## config.mk

```make
export PLATFORM = sky130hd
export DESIGN_NAME = fetch_redirect_unit
export DESIGN_NICKNAME = d
export VERILOG_FILES = /design/src/rtl/fetch_redirect_unit.sv
export SDC_FILE = /design/constraint.sdc
export NUM_CORES = 1
export LEC_CHECK = 0
export BUFFER_PORTS_ARGS = -buffer_cell sky130_fd_sc_hd__buf_2
export CAP_MARGIN = 20
export CELL_PAD_IN_SITES_DETAIL_PLACEMENT = 1
export CELL_PAD_IN_SITES_GLOBAL_PLACEMENT = 1
export CORE_AREA = 2 2 103 105
export DETAILED_ROUTE_END_ITERATION = 8
export DIE_AREA = 0 0 105 107
export PLACE_DENSITY = 0.85
export RECOVER_POWER = 25
export SLEW_MARGIN = 20
export SYNTH_ARGS = -nofsm -noshare
export SYNTH_HDL_FRONTEND = slang
export SYNTH_SLANG_ARGS = --single-unit
```

## constraint.sdc

```tcl
create_clock -name clk -period 6.3 [get_ports clk]
set_input_delay 1.26 -clock clk [delete_from_list [all_inputs] [get_ports clk]]
set_output_delay 1.26 -clock clk [all_outputs]
set_load 0.01 [all_outputs]
```

## src/rtl/fetch_redirect_unit.sv

```systemverilog
// Instruction-fetch front end: owns the PC, issues single-outstanding
// imem requests, holds the IF/ID register and resolves decode redirects.
module fetch_redirect_unit #(
    parameter logic [15:0] RESET_PC = 16'h0000
) (
    input  logic        clk,
    input  logic        rst,
    output logic        imem_req,
    output logic [15:0] imem_addr,
    input  logic        imem_ready,
    input  logic [15:0] imem_rdata,
    input  logic        stall_in,
    input  logic        dec_valid,
    input  logic [15:0] dec_instr,
    input  logic [15:0] rs_val,
    input  logic [15:0] brj_dest,
    input  logic [15:0] jr_dest,
    output logic [15:0] pc,
    output logic [15:0] if_instr,
    output logic [15:0] if_pc_inc,
    output logic        if_valid,
    output logic        flush,
    output logic        halted
);

    localparam int unsigned XLEN = 16;
    localparam int unsigned OPW  = 5;

    localparam logic [OPW-1:0] OP_HALT = 5'b00000;
    localparam logic [OPW-1:0] OP_J    = 5'b00100;
    localparam logic [OPW-1:0] OP_JR   = 5'b00101;
    localparam logic [OPW-1:0] OP_JAL  = 5'b00110;
    localparam logic [OPW-1:0] OP_JALR = 5'b00111;
    localparam logic [OPW-1:0] OP_BEQZ = 5'b01100;
    localparam logic [OPW-1:0] OP_BNEZ = 5'b01101;
    localparam logic [OPW-1:0] OP_BLTZ = 5'b01111;

    typedef enum logic [1:0] {
        ST_REQ,
        ST_WAIT,
        ST_HOLD,
        ST_HALTED
    } state_t;

    state_t            state_q, state_d;
    logic [XLEN-1:0]   pc_q, pc_d;
    logic [XLEN-1:0]   if_instr_q, if_instr_d;
    logic [XLEN-1:0]   if_pc_inc_q, if_pc_inc_d;
    logic              if_valid_q, if_valid_d;
    logic              halted_q, halted_d;
    logic              squash_q, squash_d;
    logic [XLEN-1:0]   skid_q, skid_d;

    logic [OPW-1:0]    dec_op;
    logic              taken;
    logic              redirect;
    logic [XLEN-1:0]   target;
    logic [XLEN-1:0]   pc_plus2;
    logic              halt_now;
    logic              fetch_done;
    logic [XLEN-1:0]   fetch_data;

    // Only the opcode field of the decode instruction matters here.
    logic unused_dec_bits;
    assign unused_dec_bits = ^dec_instr[10:0];

    assign dec_op   = dec_instr[15:11];
    assign pc_plus2 = pc_q + XLEN'(2);

    // Branch/jump resolution for the decode-stage instruction.
    always_comb begin
        taken  = 1'b0;
        target = brj_dest;
        case (dec_op)
            OP_BEQZ:         taken = (rs_val == '0);
            OP_BNEZ:         taken = (rs_val != '0);
            OP_BLTZ:         taken = rs_val[XLEN-1];
            OP_J, OP_JAL:    taken = 1'b1;
            OP_JR, OP_JALR: begin
                taken  = 1'b1;
                target = jr_dest;
            end
            default:         taken = 1'b0;
        endcase
        redirect = dec_valid && !stall_in && taken;
    end

    assign halt_now = if_valid_q && (if_instr_q[15:11] == OP_HALT) && !stall_in
                      && !redirect && (state_q != ST_HALTED);

    // Next-state logic: fetch FSM, IF/ID update, redirect and halt.
    always_comb begin
        state_d     = state_q;
        pc_d        = pc_q;
        if_instr_d  = if_instr_q;
        if_pc_inc_d = if_pc_inc_q;
        if_valid_d  = if_valid_q;
        halted_d    = halted_q;
        squash_d    = squash_q;
        skid_d      = skid_q;
        fetch_done  = 1'b0;
        fetch_data  = imem_rdata;

        case (state_q)
            ST_REQ: begin
                state_d = ST_WAIT;
                if (redirect) begin
                    pc_d     = target;
                    squash_d = 1'b1;
                end
            end
            ST_WAIT: begin
                if (imem_ready) begin
                    if (squash_q) begin
                        squash_d = 1'b0;
                        state_d  = ST_REQ;
                        if (redirect) pc_d = target;
                    end else if (redirect) begin
                        pc_d    = target;
                        state_d = ST_REQ;
                    end else if (!stall_in) begin
                        fetch_done = 1'b1;
                        state_d    = ST_REQ;
                    end else begin
                        skid_d  = imem_rdata;
                        state_d = ST_HOLD;
                    end
                end else if (redirect) begin
                    pc_d     = target;
                    squash_d = 1'b1;
                end
            end
            ST_HOLD: begin
                if (!stall_in) begin
                    state_d = ST_REQ;
                    if (redirect) begin
                        pc_d = target;
                    end else begin
                        fetch_done = 1'b1;
                        fetch_data = skid_q;
                    end
                end
            end
            default: begin
                // Halted: everything frozen until reset.
            end
        endcase

        if (fetch_done) begin
            if_instr_d  = fetch_data;
            if_pc_inc_d = pc_plus2;
            if_valid_d  = 1'b1;
            pc_d        = pc_plus2;
        end else if (!stall_in && state_q != ST_HALTED) begin
            if_valid_d = 1'b0;
        end

        // Halt wins over any in-flight fetch, which is abandoned.
        if (halt_now) begin
            state_d     = ST_HALTED;
            halted_d    = 1'b1;
            if_valid_d  = 1'b0;
            pc_d        = pc_q;
            if_instr_d  = if_instr_q;
            if_pc_inc_d = if_pc_inc_q;
            squash_d    = squash_q;
            skid_d      = skid_q;
        end
    end

    // State registers with synchronous reset.
    always_ff @(posedge clk) begin
        if (rst) begin
            state_q     <= ST_REQ;
            pc_q        <= RESET_PC;
            if_instr_q  <= '0;
            if_pc_inc_q <= '0;
            if_valid_q  <= 1'b0;
            halted_q    <= 1'b0;
            squash_q    <= 1'b0;
            skid_q      <= '0;
        end else begin
            state_q     <= state_d;
            pc_q        <= pc_d;
            if_instr_q  <= if_instr_d;
            if_pc_inc_q <= if_pc_inc_d;
            if_valid_q  <= if_valid_d;
            halted_q    <= halted_d;
            squash_q    <= squash_d;
            skid_q      <= skid_d;
        end
    end

    assign imem_req  = (state_q == ST_REQ);
    assign imem_addr = pc_q;
    assign pc        = pc_q;
    assign if_instr  = if_instr_q;
    assign if_pc_inc = if_pc_inc_q;
    assign if_valid  = if_valid_q;
    assign halted    = halted_q;
    assign flush     = redirect;

endmodule

```

=== Yosys cells after proc, flatten, opt, wreduce, memory -nomap -nowiden ===
Cells that the tools add are included.

* Register bits: 69
* Bits of input ports: 85
* Logic and storage cells: 79

* Add/sub/neg operators: 1
* Equal/unequal tests: 13
* Muxes and demuxes: 28
* Bitwise logic cells: 3
* Reductions and logical operators: 26

{| class="wikitable"
|+ Operators by type and width
! kind !! number
|-
| two-way mux 16 bit || 7
|-
| case mux 16 bit (2 select lines) || 1
|-
| == test 5 x 3 -> 1 bit (second input constant) || 4
|-
| adder 16 x 2 -> 16 bit (second input constant) || 1
|-
| zero test 16 bit || 1
|-
| nonzero test 16 bit || 1
|-
| == test 5 x 4 -> 1 bit (second input constant) || 3
|-
| two-way mux 2 bit || 6
|-
| two-way mux 1 bit || 10
|-
| inequality test 3 bit (second input constant) || 3
|-
| logical AND 1 bit || 7
|-
| case mux 2 bit (3 select lines) || 1
|-
| AND reduction 3 bit || 2
|-
| AND reduction 6 bit || 1
|-
| OR reduction 2 bit || 3
|-
| zero test 5 bit || 1
|-
| case mux 1 bit (2 select lines) || 2
|-
| case mux 1 bit (4 select lines) || 1
|-
| AND reduction 2 bit || 2
|-
| nonzero test 2 bit || 2
|-
| nonzero test 4 bit || 1
|-
| OR reduction 4 bit || 1
|-
| NOT 1 bit || 3
|-
| nonzero test 3 bit || 1
|-
| other kinds (5) || 6
|}

=== Logic depth before layout (Yosys ltp) ===
Gate-level depths: netlist of run 1.

* Word-level depth: 10
* Gate-level depth with buffers: 10
* Gate-level depth less buffers: 8

=== Least setup slack after synthesis of run 1 ===
No wires, ideal clock.

* Path kind: input to output
* Start point: input port stall_in
* End point: output port flush
* Data arrival time: 2.165 ns
* Slack: 2.875 ns
* Cell stages on the path: 4
* Buffers on the path: 0
* Cells stage by stage: nor4bb_2 -> nand3_1 -> mux2_2 -> nand2b_1

* Longest elaborated chain between the ends: 3

{| class="wikitable"
|+ Ends and longest elaborated chain
! item !! line !! source
|-
| from (decl) || 12 || <nowiki>input logic stall_in,</nowiki>
|-
| zero test 1 bit || 85 || <nowiki>redirect = dec_valid && !stall_in && taken;</nowiki>
|-
| logical AND 1 bit (2 in series) || 85 ||
|-
| to (decl) || 22 || <nowiki>output logic flush,</nowiki>
|}

Every way passes these cells.

=== Final worst setup path of run 1 ===
Ends and elaborated chain as after synthesis.

==> results.md, run 1 <==
* RSZ-0062 raised after global routing: no
* GRT Total Usage at 0.2071
* First-pass GRT wire length at ~18,000 um
* Number of flops mapped to enable cells by yosys at 0
* Top achievable clock speed at ~0.26 GHz
* Leakage Power at about 1.9 nW
* Crit-path slowest cell: nor4bb_2
* Placed Instance Area at between 4000 and 5000 um2
* First-pass iteration count of the detailed router at 4
* FFs w/ async S/R, synth at 0
* Slew headroom at 0.3871
* #FFs+latches synth at slightly below 70
* RePlAce Congestion at around 0.84
* Worst Path Max Fanout at 12
* Post-synthesis cell area at roughly 3700 um2
* Leading cell type in the layout, fill and taps excluded: buf_2
* Ant diodes at 0
* Largest net degree at the start of global routing at 59
* CTS sink count at 69
* Period utilization at 0.6082
* Final HPWL DP at around 8300 um
* Sequential fraction of the synthesis area at 0.3703
* Initial Utilization at 0.3696
* Layout area overhead at 21.67%
* Layout cells sized above 1 at 0.3060
* Num rows at 37
* Core footprint at roughly 10,000 um2
* Routed vias at about 3.6k
* Htree depth at 3
* Max-cap violations at 0
* Critical path depth in cells at 6
* Hold Path Depth at 2
* # DRC at 0
* Die area at ~11,000 um2
* CP delay by family, top: simple AND/OR/NAND/NOR gates
* Synth Instances at ~420
* Dominant cells by area after synthesis: dfxtp_1, mux2i_1, nand2_1
* Fin. max-slew vios at 0
* Worst Tran Pin Value at between 0.9 and 1 ns
* Hold Fails Final Rpt at 0
* CTS root buffer: clkbuf_8
* Final wirelength at about 11,000 um
* CP endpoint kind: primary output
* Worst vdd ir at roughly 0.00012 V
* Antenna violations before repair at 0
* Vias per std cell at about 5.3
* Largest stage delay, worst path at 0.40 ns
* Clock skew at 0.008677 ns
* Die height at ~110 um
* Worst Path Required at roughly 5.0 ns
* Number of setup buffers added after CTS at 0
* First DRT Iteration DRCs at about 140
* IO Pins at 153
* Power Dens Cells at just under 300 nW/um2
* Hold buffers post-CTS at 0
* CP dominant cell by count: buf_2
* CP arrival at 2.57 ns
* Remaining Overflow, GRT at 0
* Clk slew on worst S/H paths at approximately 0.07 ns
* Clock Latency Late Sink at between 0.3 and 0.4 ns
* Fin nets at ~620
* TritonCTS clock tree: yes
* Worst path cell trace: buf_2 -> nor4bb_2 -> nand3b_1 -> mux2_2 -> nand2b_1 -> buf_2
* Post-DRT Antenna Nets at 0
* Avg WL per Cell at roughly 17 um
* Yosys warning count at 0
* Most frequent cells in the layout: buf_2, dfxtp_1, nand2_1
* Worst Path Class, Setup: input port to primary output
* Post_cts resized at 0
* Mapped Avg Cell Area at 8.923 um2
* Hold Crit Class: flip-flop to flip-flop
* Synth top area share at 0.3703
* Clock buffer depth at 2
* Critical path launch point type: input port
* Final setup fails at 0
* Top_reg_cell synth: dfxtp_1
* Cell taking the most area after synthesis: dfxtp_1
* Finished Cell Area at between 4000 and 5000 um2
* Synth unique cells at 57
* CP bufs+invs at 2
* Port buffer count at about 140
* Die W at 105 um
* Status: finished, final reports clean
* Final min period at roughly 3.8 ns
* CTS buffer count at 9
* Vias in the first global route at ~3.8k
* Syn Nets at approximately 510
* TNS Setup at 0 ns
* FF-to-FF path depth at 9
==> final timing paths <==
kind                                  from             to  slack (ns)
worst max-delay path              stall_in          flush        2.47
worst min-delay path            skid_q[10]     skid_q[10]        0.46
worst max register to register  state_q[1]  imem_addr[11]        3.59
worst min register to register  skid_q[10]     skid_q[10]        0.46
==> layer usage <==
metal	wire length [um]	GRT usage	share of wire
met3	562	0.03708	0.049
met1	4770	0.2346	0.42
met4	300	0.1076	0.026
met2	5856	0.3715	0.51
met5	0	0	0
==> stage by stage <==
step / worst slack (ns) / util / power [W] / hold slack (ns) / std cells
3_5_place_dp: 2.354 / 0.4322 / 0.0009679 / 0.4457 / 657
3_3_place_gp: 2.389 / 0.4322 / 0.0009453 / 0.4380 / 657
5_1_grt: 2.346 / 0.4497 / 0.001429 / 0.4814 / 672
6_report: 2.468 / 0.4497 / 0.001352 / 0.4553 / 672
4_1_cts: 2.452 / 0.4533 / 0.001370 / 0.4586 / 672
2_1_floorplan: 2.875 / - / 0.0008436 / 0.4322 / 418
==> worst min-delay path: cells and delay by family (launching register included) <==
| family | cells | cell delay [ns] |
|---|---|---|
| flops | 1 | 0.31 |
| compound gates | 1 | 0.05 |
| simple gates | 1 | 0.05 |
==> cell usage after synthesis, types with 7 or more instances <==
cell type	n
a21oi_1	24
mux2i_1	24
a211oi_1	19
mux2_2	12
nor3_1	7
a211oi_2	11
nand2_1	58
inv_1	7
xnor2_1	11
o22ai_1	8
nand3_1	7
nor4_1	7
buf_4	20
nor2_1	41
clkbuf_1	9
dfxtp_1	69
==> flip-flops by register name, indices dropped and copies added, names as in the netlist <==
signal	count
halted	1
if_instr	16
if_pc_inc	16
if_valid	1
imem_addr	16
skid_q	16
squash_q	1
state_q	2
==> power by group <==
part	total [W]	internal, W	switching (W)	leakage [nW]
combinational	0.000408	0.000164	0.000244	1.18
clock	0.000400	0.000229	0.000171	0.112
sequential	0.000544	0.000494	0.0000505	0.559
==> cell families (layout without fill, tap and decap cells) <==
family	count (synthesis)	count (layout)	synth area share
xor+xnor	13	13	0.03053
compound gates	92	92	0.1872
buf+inv	49	167	0.08588
simple gates	152	152	0.2026
flops	69	69	0.3703
fa+ha+maj	5	5	0.01677
mux	38	38	0.1067
==> area by class of cell <==
type                            instances  area (um2)
Fill cell                            1272        5554
Multi-Input combinational cell        300        2054
Sequential cell                        69        1381
Timing Repair Buffer                  145       693.2
Tap cell                              136       170.2
Clock buffer                           10       137.6
Clock inverter                          5       75.07
Inverter                                7       26.28
Power figures use the tool's default switching activity.
==> inputs of run 2 (changes only) <==
Settings changed: CORE_AREA 2 2 103 105 to 2 2 107 109, DIE_AREA 0 0 105 107 to 0 0 109 111, PLACE_DENSITY 0.85 to 0.8.
Clock period 6.3 ns to 3.9 ns, I/O delays scaled along.
==> run 2 against run 1 <==
Cell count grew 1.5%. Core utilization shrank 2.7 points. Clock skew shrank 0.0033 ns. Largest power group is now the clock network. Register-to-register slack lost 2.4 ns.
==> results.md, run 2 (synthesized netlist as in run 1, its figures left out) <==
* Die area at 12,100 um2 (+7.7%)
* Power Dens Cells at 528.1 nW/um2 (+77%)
* Final min period at just under 3 ns
* Status: finished, final reports clean
* Largest stage delay, worst path at 0.58 ns (+0.18 ns)
* Slew headroom at 0.2811 (-0.1061)
* Worst vdd ir at 0.0002294 V (+94%)
* Worst Tran Pin Value at 1.074 ns (+0.1640 ns)
* Hold slack at 0.4608 ns (+0.005485 ns)
* Num rows at 39 (+5.4%)
* Final HPWL DP at 8686 um (+5.0%)
* Initial Utilization at 0.3367 (-0.03285)
* Post-DRT Antenna Nets at 0 (unchanged)
* R2R Path End: imem_addr[1]
* Final wirelength at 11,580 um (+0.75%)
* Leakage Power at 1.913 nW (+3.4%)
* Max-cap violations at 0 (unchanged)
* Finished Cell Area at 4683 um2 (+3.2%)
* Clk slew on worst S/H paths at 0.06 ns (about the same)
* Worst Path Max Fanout at 11 (-1)
* Dpl cells at 666 (+1.4%)
* Vias per std cell at 5.172 (-3.0%)
* Htree depth at 3 (unchanged)
* Antenna violations before repair at 1 (+1)
* TNS Setup at 0 ns (unchanged)
* Die height at 111 um (+3.7%)
* Leading cell type in the layout, fill and taps excluded: buf_2
* Post_cts resized at 0 (unchanged)
* TritonCTS clock tree: yes
* # DRC at 0 (unchanged)
* Routed vias at 3,527 (-1.6%)
* Worst Path Required at 4.13 ns (-0.91 ns)
* Top achievable clock speed at 0.3402 GHz
* CP arrival at 3.17 ns (+0.60 ns)
* Die W at 109 um (+3.8%)
* CP startpoint: rs_val[15]
* Port buffer count at 141 (unchanged)
* Most frequent cells in the layout: buf_2, dfxtp_1, nand2_1
* Largest net degree at the start of global routing at 33 (-44%)
* RSZ-0062 raised after global routing: no
* Crit-path slowest cell: o21ai_0
* Number of setup buffers added after CTS at 0 (unchanged)
* FF-to-FF path depth at 7 (-2)
* Core footprint at 11,080 um2 (+9.8%)
* Crit path to: imem_addr[1]
* Fin nets at 624 (+0.32%)
* Layout area overhead at 25.56%
* Clock buffer depth at 2 (unchanged)
* First DRT Iteration DRCs at 154 (+11%)
* R2R Path Start: state_q[0]
* Hold Fails Final Rpt at 0 (unchanged)
* RePlAce Congestion at 0.8171 (-3.0%)
* Final setup fails at 0 (unchanged)
* Critical path launch point type: input port
* Layout cells sized above 1 at 0.3086 (+0.002580)
* Filler cells at 1,347 (+5.9%)
* Clock Latency Late Sink at 0.33 ns (-0.03 ns)
* Avg WL per Cell at 16.97 um (-0.73%)
* CP endpoint kind: flip-flop
* Worst Path Class, Setup: input port to flip-flop
* CTS root buffer: clkbuf_16
* Vias in the first global route at 3,711 (-2.4%)
* IO Pins at 153 (unchanged)
* Clock skew at 0.005403 ns (-0.003275 ns)
* GRT Total Usage at 0.1943 (-0.01289)
* R2R setup slack at 1.19 ns (-2.40 ns)
* Placed Instance Area at 4385 um2 (+0.55%)
* CTS buffer count at 9 (unchanged)
* Final core occ at 0.4228 (-0.02687)
* Hold buffers post-CTS at 0 (unchanged)
* Post-Layout Cell Count at 682 (+1.5%)
* Fin. max-slew vios at 0 (unchanged)
* Period utilization at 0.7536
* First-pass GRT wire length at 18,470 um (about the same)
* Worst path cell trace: buf_2 -> nor4_1 -> nand4_1 -> mux2i_1 -> buf_4 -> o21ai_0 -> nand2_1 -> a311oi_1
* Hold Crit Class: flip-flop to flip-flop
* CTS sink count at 69 (unchanged)
* First-pass iteration count of the detailed router at 4 (unchanged)
* Remaining Overflow, GRT at 0 (unchanged)
==> run 2: cell types whose count changed in the layout (fill, tap and decap cells not counted), sizes merged <==
cell	previous run	this run
buf	111	113
diode	0	1
clkbuf	44	43
bufinv	2	3
==> run 2: through the flow <==
stage                     power, W  setup WS (ns)
final                     0.002473         0.9608
after global routing      0.002607         0.7475
after CTS                 0.002513         0.9813
after detailed placement  0.001568         0.6742
after global placement    0.001536         0.7794
after floorplan           0.001363          1.328
==> run 2: cell type report <==
| class | count | area, um2 | share of cell area |
|---|---|---|---|
| clock inverter | 6 | 112.6 | 0.02404 |
| tap | 143 | 178.9 | 0.03820 |
| clock buffer | 9 | 225.2 | 0.04809 |
| inverter | 7 | 26.28 | 0.005610 |
| timing repair buffer | 147 | 708.2 | 0.1512 |
| sequential | 69 | 1381 | 0.2949 |
| multi-input combinational | 300 | 2048 | 0.4373 |
| antenna | 1 | 2.502 | 0.0005343 |
==> run 2: power by group <==
group | internal, W | switching [W] | leakage, nW
clock network | 0.000622 | 0.000314 | 0.165
registers | 0.000799 | 0.0000796 | 0.559
logic | 0.000266 | 0.000394 | 1.19
==> run 2: worst min-delay path by stage <==
stage / startpoint / end / slack [ns] / depth (start not counted)
2_1_floorplan: skid_q[13] / skid_q[13] / 0.43 / 2
3_3_place_gp: skid_q[15] / skid_q[15] / 0.44 / 2
3_5_place_dp: skid_q[13] / skid_q[13] / 0.45 / 2
4_1_cts: skid_q[13] / skid_q[13] / 0.46 / 2
5_1_grt: skid_q[14] / skid_q[14] / 0.48 / 2
6_report: skid_q[3] / skid_q[3] / 0.46 / 2
==> run 2: layer usage <==
layer | track usage | part of all wire
met2 | 0.3573 | 0.53
met5 | 0 | 0
met1 | 0.2174 | 0.40
met3 | 0.03292 | 0.048
met4 | 0.07521 | 0.023
==> run 2: worst max-delay path: cells and delay by family <==
| kind | cells | cell delay, ns |
|---|---|---|
| buffers and inverters | 2 | 0.30 |
| and+or+nand+nor | 3 | 0.94 |
| muxes | 1 | 0.17 |
| AOI/OAI and AO/OA | 2 | 0.99 |
